===== src/rtl/fmap_streamer.sv =====
// fmap_streamer: streams one feature-map channel from a synchronous-read memory
// in raster order, optionally surrounded by a one-pixel zero border.
//
// Ports:
//   clock, reset          single clock, asynchronous active-high reset
//   start                 one-cycle request; input_dim/pad/base_addr sampled with it
//   input_dim, pad        side length N (3..224) and zero-border enable
//   base_addr             address of pixel (0,0)
//   mem_rd_en, mem_addr   read request to the memory (registered)
//   mem_rdata             read data, valid one cycle after mem_rd_en
//   out_data, out_valid   pixel stream toward the window generator
//   out_ready             downstream accept
//   busy, done            stream in progress / one-cycle completion pulse (registered)
module fmap_streamer #(
   parameter int unsigned DATA_WIDTH = 8,
   parameter int unsigned ADDR_WIDTH = 16
) (
   input  logic                  clock,
   input  logic                  reset,
   input  logic                  start,
   input  logic [7:0]            input_dim,
   input  logic                  pad,
   input  logic [ADDR_WIDTH-1:0] base_addr,
   output logic                  mem_rd_en,
   output logic [ADDR_WIDTH-1:0] mem_addr,
   input  logic [DATA_WIDTH-1:0] mem_rdata,
   output logic [DATA_WIDTH-1:0] out_data,
   output logic                  out_valid,
   input  logic                  out_ready,
   output logic                  busy,
   output logic                  done
);

   localparam int unsigned DIM_W = 8;
   localparam int unsigned CNT_W = 2;
   localparam int unsigned TOT_W = 3;

   typedef enum logic [1:0] {IDLE, RUN, DRAIN} state_t;

   state_t                state, state_nxt;

   logic [DIM_W-1:0]      dim_q;
   logic                  pad_q;
   logic [DIM_W-1:0]      row, col;
   logic [ADDR_WIDTH-1:0] next_addr;
   logic                  last_issued;

   // Two-stage issue pipe: s1 = request cycle, s2 = data cycle (mem_rdata or zero).
   logic                  s1_valid, s1_zero;
   logic                  s2_valid, s2_zero;

   logic [DATA_WIDTH-1:0] fifo_mem [2];
   logic                  head;
   logic [CNT_W-1:0]      count;

   logic [DIM_W-1:0]      side;
   logic                  at_last_col, at_last_row, border;
   logic [DATA_WIDTH-1:0] s2_data;
   logic                  pop, fifo_pop, push;
   logic [CNT_W-1:0]      count_nxt;
   logic                  final_xfer;
   logic                  accept, issue;

   // Geometry of the current pixel
   assign side        = pad_q ? dim_q + DIM_W'(2) : dim_q;
   assign at_last_col = (col == side - DIM_W'(1));
   assign at_last_row = (row == side - DIM_W'(1));
   assign border      = pad_q && ((row == '0) || (col == '0) || at_last_row || at_last_col);

   // The arriving pixel bypasses the FIFO when it is empty, so the first pixel
   // is visible in the same cycle its read data returns.
   assign s2_data   = s2_zero ? '0 : mem_rdata;
   assign out_valid = (count != '0) || s2_valid;
   assign out_data  = (count != '0) ? fifo_mem[head] : (s2_valid ? s2_data : '0);

   assign pop       = out_valid && out_ready;
   assign fifo_pop  = pop && (count != '0);
   assign push      = s2_valid && !(pop && (count == '0));
   assign count_nxt = count + CNT_W'(push) - CNT_W'(fifo_pop);

   // Last pixel leaves when nothing else is queued or in flight
   assign final_xfer = (state == DRAIN) && pop &&
                       ((TOT_W'(count) + TOT_W'(s1_valid) + TOT_W'(s2_valid)) == TOT_W'(1));

   // State register
   always_ff @(posedge clock or posedge reset) begin
      if (reset) state <= IDLE;
      else       state <= state_nxt;
   end

   // Next state and issue control; issue only while FIFO plus in-flight stays below 2
   always_comb begin
      state_nxt = state;
      accept    = 1'b0;
      issue     = 1'b0;
      case (state)
         IDLE: begin
            if (start) begin
               accept    = 1'b1;
               state_nxt = RUN;
            end
         end
         RUN: begin
            if (last_issued) state_nxt = DRAIN;
            else if ((TOT_W'(count_nxt) + TOT_W'(s1_valid)) < TOT_W'(2)) issue = 1'b1;
         end
         DRAIN: begin
            if (final_xfer) state_nxt = IDLE;
         end
         default: state_nxt = IDLE;
      endcase
   end

   // Datapath: parameter latch, raster counters, read issue, FIFO, status
   always_ff @(posedge clock or posedge reset) begin
      if (reset) begin
         dim_q       <= '0;
         pad_q       <= 1'b0;
         row         <= '0;
         col         <= '0;
         next_addr   <= '0;
         last_issued <= 1'b0;
         s1_valid    <= 1'b0;
         s1_zero     <= 1'b0;
         s2_valid    <= 1'b0;
         s2_zero     <= 1'b0;
         fifo_mem[0] <= '0;
         fifo_mem[1] <= '0;
         head        <= 1'b0;
         count       <= '0;
         mem_rd_en   <= 1'b0;
         mem_addr    <= '0;
         busy        <= 1'b0;
         done        <= 1'b0;
      end else begin
         mem_rd_en <= 1'b0;
         done      <= final_xfer;
         s2_valid  <= s1_valid;
         s2_zero   <= s1_zero;
         s1_valid  <= 1'b0;
         s1_zero   <= 1'b0;

         // Occupancy never exceeds 2, so a push never meets a full FIFO
         if (push) fifo_mem[head ^ count[0]] <= s2_data;
         if (fifo_pop) head <= ~head;
         count <= count_nxt;

         if (accept) begin
            // Pixel (0,0) is issued on the accepting edge itself
            dim_q       <= input_dim;
            pad_q       <= pad;
            busy        <= 1'b1;
            last_issued <= 1'b0;
            row         <= '0;
            col         <= DIM_W'(1);
            s1_valid    <= 1'b1;
            s1_zero     <= pad;
            mem_rd_en   <= !pad;
            mem_addr    <= base_addr;
            next_addr   <= pad ? base_addr : base_addr + ADDR_WIDTH'(1);
         end else if (issue) begin
            s1_valid <= 1'b1;
            s1_zero  <= border;
            // Interior pixels are contiguous in memory in raster order
            if (!border) begin
               mem_rd_en <= 1'b1;
               mem_addr  <= next_addr;
               next_addr <= next_addr + ADDR_WIDTH'(1);
            end
            if (at_last_col) begin
               col <= '0;
               row <= row + DIM_W'(1);
               if (at_last_row) last_issued <= 1'b1;
            end else begin
               col <= col + DIM_W'(1);
            end
         end

         if (final_xfer) busy <= 1'b0;
      end
   end

endmodule


===== config.mk =====
export PLATFORM = sky130hd
export DESIGN_NAME = fmap_streamer
export DESIGN_NICKNAME = d
export VERILOG_FILES = /design/src/rtl/fmap_streamer.sv
export SDC_FILE = /design/constraint.sdc
export NUM_CORES = 1
export LEC_CHECK = 0
export CAP_MARGIN = 20
export CORE_MARGIN = 1.5
export CORE_UTILIZATION = 42
export CTS_CLUSTER_DIAMETER = 200
export DETAILED_ROUTE_END_ITERATION = 7
export DONT_BUFFER_PORTS = 1
export PLACE_DENSITY_LB_ADDON = 0.12
export SYNTH_ARGS = -nofsm -noshare
export SYNTH_HDL_FRONTEND = slang
export SYNTH_SLANG_ARGS = --single-unit

===== constraint.sdc =====
create_clock -name clock -period 7 [get_ports clock]
set_clock_uncertainty 0.2 [all_clocks]
set_input_delay 0.7 -clock clock [delete_from_list [all_inputs] [get_ports clock]]
set_output_delay 0.7 -clock clock [all_outputs]
set_load 0.03 [all_outputs]

Word-level counts from Yosys, hierarchy flattened
Index checks and enable logic that the tools add are counted.
Widths: inputs -> output; s select.
Storage, ports and cells
  register bits after elaboration: 86
  bits in latches: 0
  bits in writable memories: 0
  bits in read-only memories: 0
  input bits: 37
  logic and storage cells: 119
  memories kept: 0
Operators by class
  add/subtract/negate cells: 11
  multipliers: 0
  divide/modulo/power cells: 0
  order comparisons: 4
  equal/unequal tests: 9
  shift-type cells: 0
  mux-type cells: 45
  bitwise operators: 4
  reductions and logical operators: 27
Operators by type and width (count)
  $mux 16: 7
  $mux 8: 14
  $add 16x1->16 const B: 2
  $mux 1: 18
  $add 8x1->8 const B: 2
  $bwmux 16: 1
  $eq 8x8->1: 2
  $logic_not 8->1: 2
  $reduce_bool 2->1: 5
  $add 8x2->8 const B: 1
  $demux 8 s1: 1
  $logic_and 1x1->1: 8
  $sub 8x1->8 const B: 1
  $add 2x1->3: 2
  $mux 2: 3
  $ne 2x2->1 const B: 3
  $pmux 2 s3: 1
  $reduce_and 3->1: 2
  $ge 2x2->1 const B: 2
  $logic_not 2->1: 2
  $logic_or 1x1->1: 4
  $not 1->2: 2
  $reduce_and 2->1: 2
  $add 3x1->3: 1
  11 further kinds: 12

Longest topological paths before layout
Gate-level depths: netlist (run 1).
  depth in word-level cells: 15
  depth in mapped cells: 16
  gate-level depth less buffers: 14

Least setup slack after synthesis (run 1)
No wires, ideal clock.
  path type: reg2reg
  start point: register count[0]
  end point: register row[5]
  setup time: 0.078 ns
  arrival time: 3.267 ns
  data required time: 6.722 ns
  slack: 3.455 ns
  stages on the path, launching flop included: 15
  period minus slack after synthesis: 3.545 ns
  cells stage by stage: dfrtp_1 clkbuf_1 nor2_1 nor2b_1 ha_1 inv_1 ha_1 xnor2_1 xnor2_1 or3_1 clkbuf_1 nor3_4 nand2_2 or3_1 a21oi_1
On the way
  elaborated cells on any way between the ends: 17
RTL lines
  start: declaration: RTL line 54  | logic [CNT_W-1:0] count;
  start signal: assignment: RTL line 146  | count <= count_nxt;
  $reduce_bool 2->1 *: RTL line 73, 77
  $logic_or 1x1->1: RTL line 73  | assign out_valid = (count != '0) || s2_valid;
  $logic_and 1x1->1: RTL line 76  | assign pop = out_valid && out_ready;
  $logic_and 1x1->1 *: RTL line 77  | assign fifo_pop = pop && (count != '0);
  named net fifo_pop: RTL line 59  | logic pop, fifo_pop, push;
  $sub 2x1->2 *: RTL line 79  | assign count_nxt = count + CNT_W'(push) - CNT_W'(fifo_pop);
  named net count_nxt[1]: RTL line 60  | logic [CNT_W-1:0] count_nxt;
  $add 2x1->3 *: RTL line 105  | else if ((TOT_W'(count_nxt) + TOT_W'(s1_valid)) < TOT_W'(2)) issue = 1'b1;
  $lt 3x2->1 *: RTL line 105
  $mux 1 *: RTL line 105
  $mux 1 *: RTL line 104  | if (last_issued) state_nxt = DRAIN;
  $mux 1 *: RTL line 96  | case (state)
  $reduce_bool 2->1 (no line) *
  $reduce_and 2->1 (no line) *
  end signal: assignment: RTL line 172  | row <= row + DIM_W'(1);
  end: declaration: RTL line 44  | logic [DIM_W-1:0] row, col;
Mark *: on every way through the listed nets, which the timed path passes. The rest lies on a longest branch.
A chain may end at the register's enable or synchronous reset.

Final worst setup path (run 1)
  start point: register count[0]
  end point: register mem_addr[0]
On the way
  elaborated cells on any way between the ends: 17
RTL lines
  $reduce_bool 2->1 *: RTL line 73, 77
  $logic_or 1x1->1: RTL line 73
  $logic_and 1x1->1: RTL line 76
  $logic_and 1x1->1 *: RTL line 77
  named net fifo_pop: RTL line 59
  $sub 2x1->2 *: RTL line 79
  named net count_nxt[1]: RTL line 60
  $add 2x1->3 *: RTL line 105
  $lt 3x2->1 *: RTL line 105
  $mux 1 *: RTL line 105
  $mux 1 *: RTL line 104
  $mux 1 *: RTL line 96
  $reduce_bool 2->1 (no line) *
  $reduce_and 2->1 (no line) *
  end signal: assignment: RTL line 159  | mem_addr <= base_addr;
  end signal: assignment: RTL line 167  | mem_addr <= next_addr;
  end: declaration: RTL line 25  | output logic [ADDR_WIDTH-1:0] mem_addr,
Marked as above.

==> impl_metrics.tcl, run 1 <==
set metrics [dict create \
    status "completed" \
    final_cells 711 \
    clock-root-buffer "clkbuf_16" \
    antennaDiodeCount 0 \
    ys_top_cells_by_count "nand2_1 (106), dfrtp_1 (86), o21ai_0 (40)" \
    synth_edf_count 0 \
    finalHoldViolCount 0 \
    via_per_inst 5.549 \
    grt_pass1_wl_microns 20270 \
    async_reset_ff_share_pct 100.0 \
    drive_gt1_share_pct 7.979 \
    grt_max_degree 70 \
    drt_wl_total_microns 11940 \
    grt_pass1_vias 4005 \
    yosys_warnings 0 \
    grt_overflow 0 \
    ys_ff_latch 86 \
    synth_area_leaders "dfrtp_1 (42%), nand2_1 (7.7%), xnor2_1 (5.4%), o21ai_0 (3.9%), xor2_1 (3.1%)" \
    min_path_type "reg -> reg" \
    ant_nets 0 \
    die_h_microns 113.8 \
    syn-num-nets 621 \
    cts_resized 0 \
    wl_per_cell_microns 16.79 \
    netlist_area_sq_mm 0.005157 \
    num_rows 40 \
    place_congestion 0.8444 \
    die_w_microns 113.8 \
    relSlewSlack_pct 34.21 \
    dp_hpwl_microns 8160 \
    initial_core_util_pct 42.94 \
    ys_types 64 \
    cts_inserted_buffers 9 \
    ctsHoldBuffers 1 \
    crit_path_end_kind "flip-flop" \
    grt_setup_unrepaired "no" \
    yosysTopAreaCellShare_pct 41.73 \
    cp-start-kind "flip-flop" \
    postLayoutSetupSlackWorst_ps 2471 \
    cts_tree "built" \
    routed-via-count 3945 \
    cts_buffer_depth 2 \
    critPathMaxFanout 44 \
    finalCritPeriodShare_pct 64.70 \
    dp_slack_ps 2435 \
    dr.pass1.iters 4 \
    maxCapViolCount 0 \
    max_freq_ghz 0.2208 \
    power_density_mw_per_mm2 530.8 \
    synth.most_common_cell "nand2_1" \
    cts.sinks 86 \
    ys_seq_area_share_pct 41.73 \
    grt_usage_pct 19.86 \
    syn_inst 572 \
    ioPinCount 65 \
    syn_avg_cell_area_sq_um 9.017 \
    required_ps 7030 \
    tightest_slew_ps 976.5 \
    ys.flop_type "dfrtp_1" \
    drtIter0Drc 233 \
    core-area_sq_mm 0.01201 \
    dieArea_sq_mm 0.01295 \
    route.detailed.drc 0 \
    report.final.slew_viol_count 0 \
    p_leak_nw 2.335 \
    setup_violations 0 \
    post_cts_buffers 0 \
    ir_drop_v 0.0002445 \
    path_clk_slew_ps 60 \
    worstPathArrival_ps 4560 \
    yosysTopAreaCell "dfrtp_1" \
    htreeDepth 3 \
    antenna_found_initial 0 \
    setup_tns_ps 0 \
    min_period_ps 4529 \
    port_buffers 0 \
    path_class "reg -> reg" \
    clock_latency_ps 350 \
    place_inst 694 \
    nets 608 \
    area_growth_pct 7.545 \
]
==> where the power goes <==
| part | switching [mW] | internal (mW) |
|---|---|---|
| Clock | 0.206 | 0.286 |
| Sequential | 0.349 | 0.710 |
| Combinational | 0.837 | 0.555 |
| Total | 1.39 | 1.55 |
==> flip-flops by register name, indices dropped and copies added, names as in the netlist, 2 cells and up <==
name	cells
state	2
next_addr	16
fifo_mem	16
mem_addr	16
count	2
dim_q	8
col	8
row	8
==> area by class of cell <==
cell class	count	area, sq um
well taps	147	183.9
clock buffers	11	242.7
multi-input cells	444	2826
repair buffers	3	25.02
fillers	1178	6465
flip-flops and latches	86	2152
inverters	15	57.56
clock inverters	5	58.81
==> per-stage QoR <==
| stage | power (mW) | hold WS [ps] | area, sq um | utilization (%) |
|---|---|---|---|---|
| 5_1_grt | 3.190 | 163.1 | 5547 | 46.18 |
| 2_1_floorplan | 2.236 | 131.2 | 5157 | - |
| 3_5_place_dp | 2.479 | 137.3 | 5235 | 43.58 |
| 3_3_place_gp | 2.438 | 134.9 | 5235 | 43.58 |
| 4_1_cts | 2.981 | 152.2 | 5547 | 46.18 |
| 6_report | 2.944 | 150.1 | 5547 | 46.18 |
==> layer usage <==
| layer | wire length, microns | GRT usage [%] | part of all wire, % |
|---|---|---|---|
| met1 | 5581 | 26.25 | 47 |
| met5 | 0 | 0 | 0 |
| met4 | 183 | 7.500 | 1.5 |
| met2 | 5740 | 32.29 | 48 |
| met3 | 433 | 4.038 | 3.6 |
==> worst max-delay path: stages (launching register included) <==
cell      delay (ps)
dfrtp_1          510
nor2_1           510
nor2b_1          160
ha_1             310
inv_1             40
ha_1             180
xnor2_1          130
xnor2_1          150
or3_1            550
and2_1           270
clkinv_1         150
nand3_2          670
mux2_2           540
==> placed cells by master, fill, tap and decap left out, types with 11 or more instances in the layout <==
master	count
inv_1	13
nand3_1	18
dfrtp_1	86
nor3_1	13
a21oi_1	27
xnor2_1	32
xor2_1	18
nand2b_1	12
ha_1	11
nor2_1	32
o21ai_0	40
nand2_1	106
a22oi_1	15
==> cell families after synthesis <==
logic type               after synthesis  synth area share [%]
XOR/XNOR                              53                 9.728
multiplexers                          17                 3.469
AO/OA/AOI/OAI                        119                 14.92
AND/OR/NAND/NOR                      243                 23.48
adder cells (fa/ha/maj)               12                 3.057
buffers and inverters                 42                 3.614
flip-flops                            86                 41.73
==> final timing paths <==
| check | from | endpoint | slack, ps | depth (start not counted) |
|---|---|---|---|---|
| max | count[0] | mem_addr[0] | 2470 | 12 |
| min | s1_zero | s2_zero | 150 | 0 |
| min reg2reg | s1_zero | s2_zero | 150 | 0 |
| max in group asynchronous | reset | dim_q[0] | 4830 | 3 |
| min in group asynchronous | reset | mem_addr[12] | 560 | 2 |
| max reg2reg | count[0] | mem_addr[0] | 2470 | 12 |
Power figures use the tool's default switching activity.
==> run 2, diff against run 1 <==
==> constraint.sdc (replaced) <==
create_clock -name clock -period 3.7 [get_ports clock]
set_clock_uncertainty 0.2 [all_clocks]
set_input_delay 0.37 -clock clock [delete_from_list [all_inputs] [get_ports clock]]
set_output_delay 0.37 -clock clock [all_outputs]
set_load 0.03 [all_outputs]
==> run 2 against run 1 <==
Via count grew 5.3%. Power rose by 100%. Maximum frequency rose by 35%. Critical path depth down 1. Register-to-register slack got worse by 2100 ps. Non-clock buffer count rose by 41. Routed wire length grew 1.6%. Clock-buffer cell count shrank 2. Critical endpoint is now next_addr[2]. Highest routed layer unchanged.
==> impl_metrics.tcl, run 2 (same netlist as run 1, synthesis figures left out) <==
set metrics [dict create \
    maxCapViolCount 0 \
    status "completed" \
    dieArea_sq_mm 0.01295 \
    timing.rr.end "next_addr[2]" \
    antennaDiodeCount 0 \
    r2r-start "pad_q" \
    tightest_slew_ps 971.3 \
    finalPower_mw 5.908 \
    cp-start-kind "flip-flop" \
    die_h_microns 113.8 \
    clock_latency_ps 360 \
    finalHoldViolCount 0 \
    wl_met3_microns 489 \
    min_period_ps 3361 \
    max_freq_ghz 0.2975 \
    crit_chain "xnor2_1 > ha_1 > xnor2_1 > xor2_1 > nor3_1 > nand4_2 > or3_1 > nand3_4 > buf_4 > nor2_1 > o22a_1" \
    route.met2.wl_microns 5998 \
    grt_max_degree 44 \
    endpoint "next_addr[2]" \
    crit_path_top_delay_cell "dfrtp_1" \
    grt_pass1_vias 4109 \
    critical_path.top_delay_family "simple AND/OR/NAND/NOR gates" \
    cts_buffer_depth 2 \
    cts_inserted_buffers 9 \
    top_layer "met4" \
    post_cts_buffers 0 \
    postLayoutSetupSlackWorst_ps 338.8 \
    path_class "reg -> reg" \
    setup_violations 0 \
    setup_tns_ps 0 \
    layout_commonest_cell "nand2_1" \
    core-area_sq_mm 0.01201 \
    crit_cells 11 \
    clock-root-buffer "clkbuf_16" \
    port_buffers 0 \
    grt_pass1_wl_microns 20360 \
    grt_usage_pct 20.11 \
    via_per_inst 5.527 \
    route.detailed.drc 0 \
    num_rows 40 \
    report.final.slew_viol_count 0 \
    crit_top_cell "xnor2_1" \
    cts_tree "built" \
    antenna_found_initial 0 \
    routed-via-count 4156 \
    largestRegisters "fifo_mem: 16 flops, mem_addr: 16 flops, next_addr: 16 flops" \
    initial_core_util_pct 42.94 \
    required_ps 3740 \
    ant_nets 0 \
    finalCritPeriodShare_pct 90.84 \
    grt_setup_unrepaired "no" \
    path_clk_slew_ps 70 \
    p_leak_nw 2.519 \
    dp_slack_ps 224.9 \
    dr.pass1.iters 5 \
    dp_hpwl_microns 8563 \
    r2r_setup_slack_ps 340 \
    final_cell_mix "nand2_1 (106), dfrtp_1 (86), o21ai_0 (40)" \
    area_growth_pct 14.90 \
    place_congestion 0.8541 \
    wl_per_cell_microns 16.13 \
    path_buf_inv 1 \
    htreeDepth 3 \
    met1Wirelength_microns 5438 \
    drt_wl_total_microns 12130 \
    whs_ps 9.325 \
    rr_worst_depth 11 \
    ir_drop_v 0.0004852 \
    grt_overflow 0 \
    worstPathArrival_ps 3400 \
    power_density_mw_per_mm2 997.0 \
    nets 649 \
    critPathLaunch "pad_q" \
    cts.sinks 86 \
    min_path_type "in -> reg" \
    max_stage_delay_ps 640 \
    drtIter0Drc 214 \
    crit_path_end_kind "flip-flop" \
    die_w_microns 113.8 \
    drive_gt1_share_pct 10.41 \
    relSlewSlack_pct 34.56 \
    ioPinCount 65 \
    critPathMaxFanout 21 \
]
[run 2: changes by cell type in the layout (fill, tap and decap cells not counted)]
cell / previous run / this run
inv_6: 0 / 4
clkinv_4: 1 / 0
dlygate4sd3_1: 1 / 25
clkbuf_8: 1 / 0
clkbuf_1: 1 / 0
nand3_4: 0 / 1
buf_4: 2 / 19
clkinv_2: 2 / 1
nand3_2: 1 / 0
[run 2: final cells by class]
cell class	count	area, sq um
fill	1172	6086
tap	147	183.9
sequential	86	2152
inverter	15	57.56
timing repair buffer	44	392.9
clock inverter	7	80.08
clock buffer	9	225.2
multi-input combinational	444	2834
[run 2: power by group]
group / total [mW] / internal, mW / switching [mW] / leakage (nW)
logic: 3.01 / 1.28 / 1.72 / 1.30
registers: 1.96 / 1.34 / 0.611 / 1.07
clock network: 0.947 / 0.533 / 0.414 / 0.143
total: 5.91 / 3.16 / 2.75 / 2.52
[run 2: worst min path at each step]
stage | start | slack [ps] | endpoint | cells after the start
floorplan | s1_zero | 130 | s2_zero | 0
global placement | s1_zero | 140 | s2_zero | 0
detailed placement | s1_zero | 140 | s2_zero | 0
CTS | mem_rdata[1] | 10 | fifo_mem[9] | 2
global route | mem_rdata[1] | 20 | fifo_mem[9] | 2
finish | mem_rdata[2] | 9 | fifo_mem[10] | 2
[run 2: per-stage QoR]
step                      std cells  util [%]  instance area (sq um)
after floorplan                 572         -                   5157
after global placement          711     44.65                   5363
after detailed placement        711     44.65                   5363
after CTS                       752     49.27                   5918
after global routing            752     49.33                   5926
final                           752     49.33                   5926
[run 2: metal layers]
layer,vias to the layer above,track usage (%)
li1,2052,-
met1,2016,24.84
met2,70,34.26
met3,18,4.623
met4,0,7.750
met5,-,0
[run 2: what timing repair did]
| action | 4_1_cts | 5_1_grt |
|---|---|---|
| hold buffers | 25 | 0 |
| gates resized for setup | 0 | 1 |
| endpoints found under the hold margin | 66 | 0 |
| setup endpoints to repair | 0 | 9 |
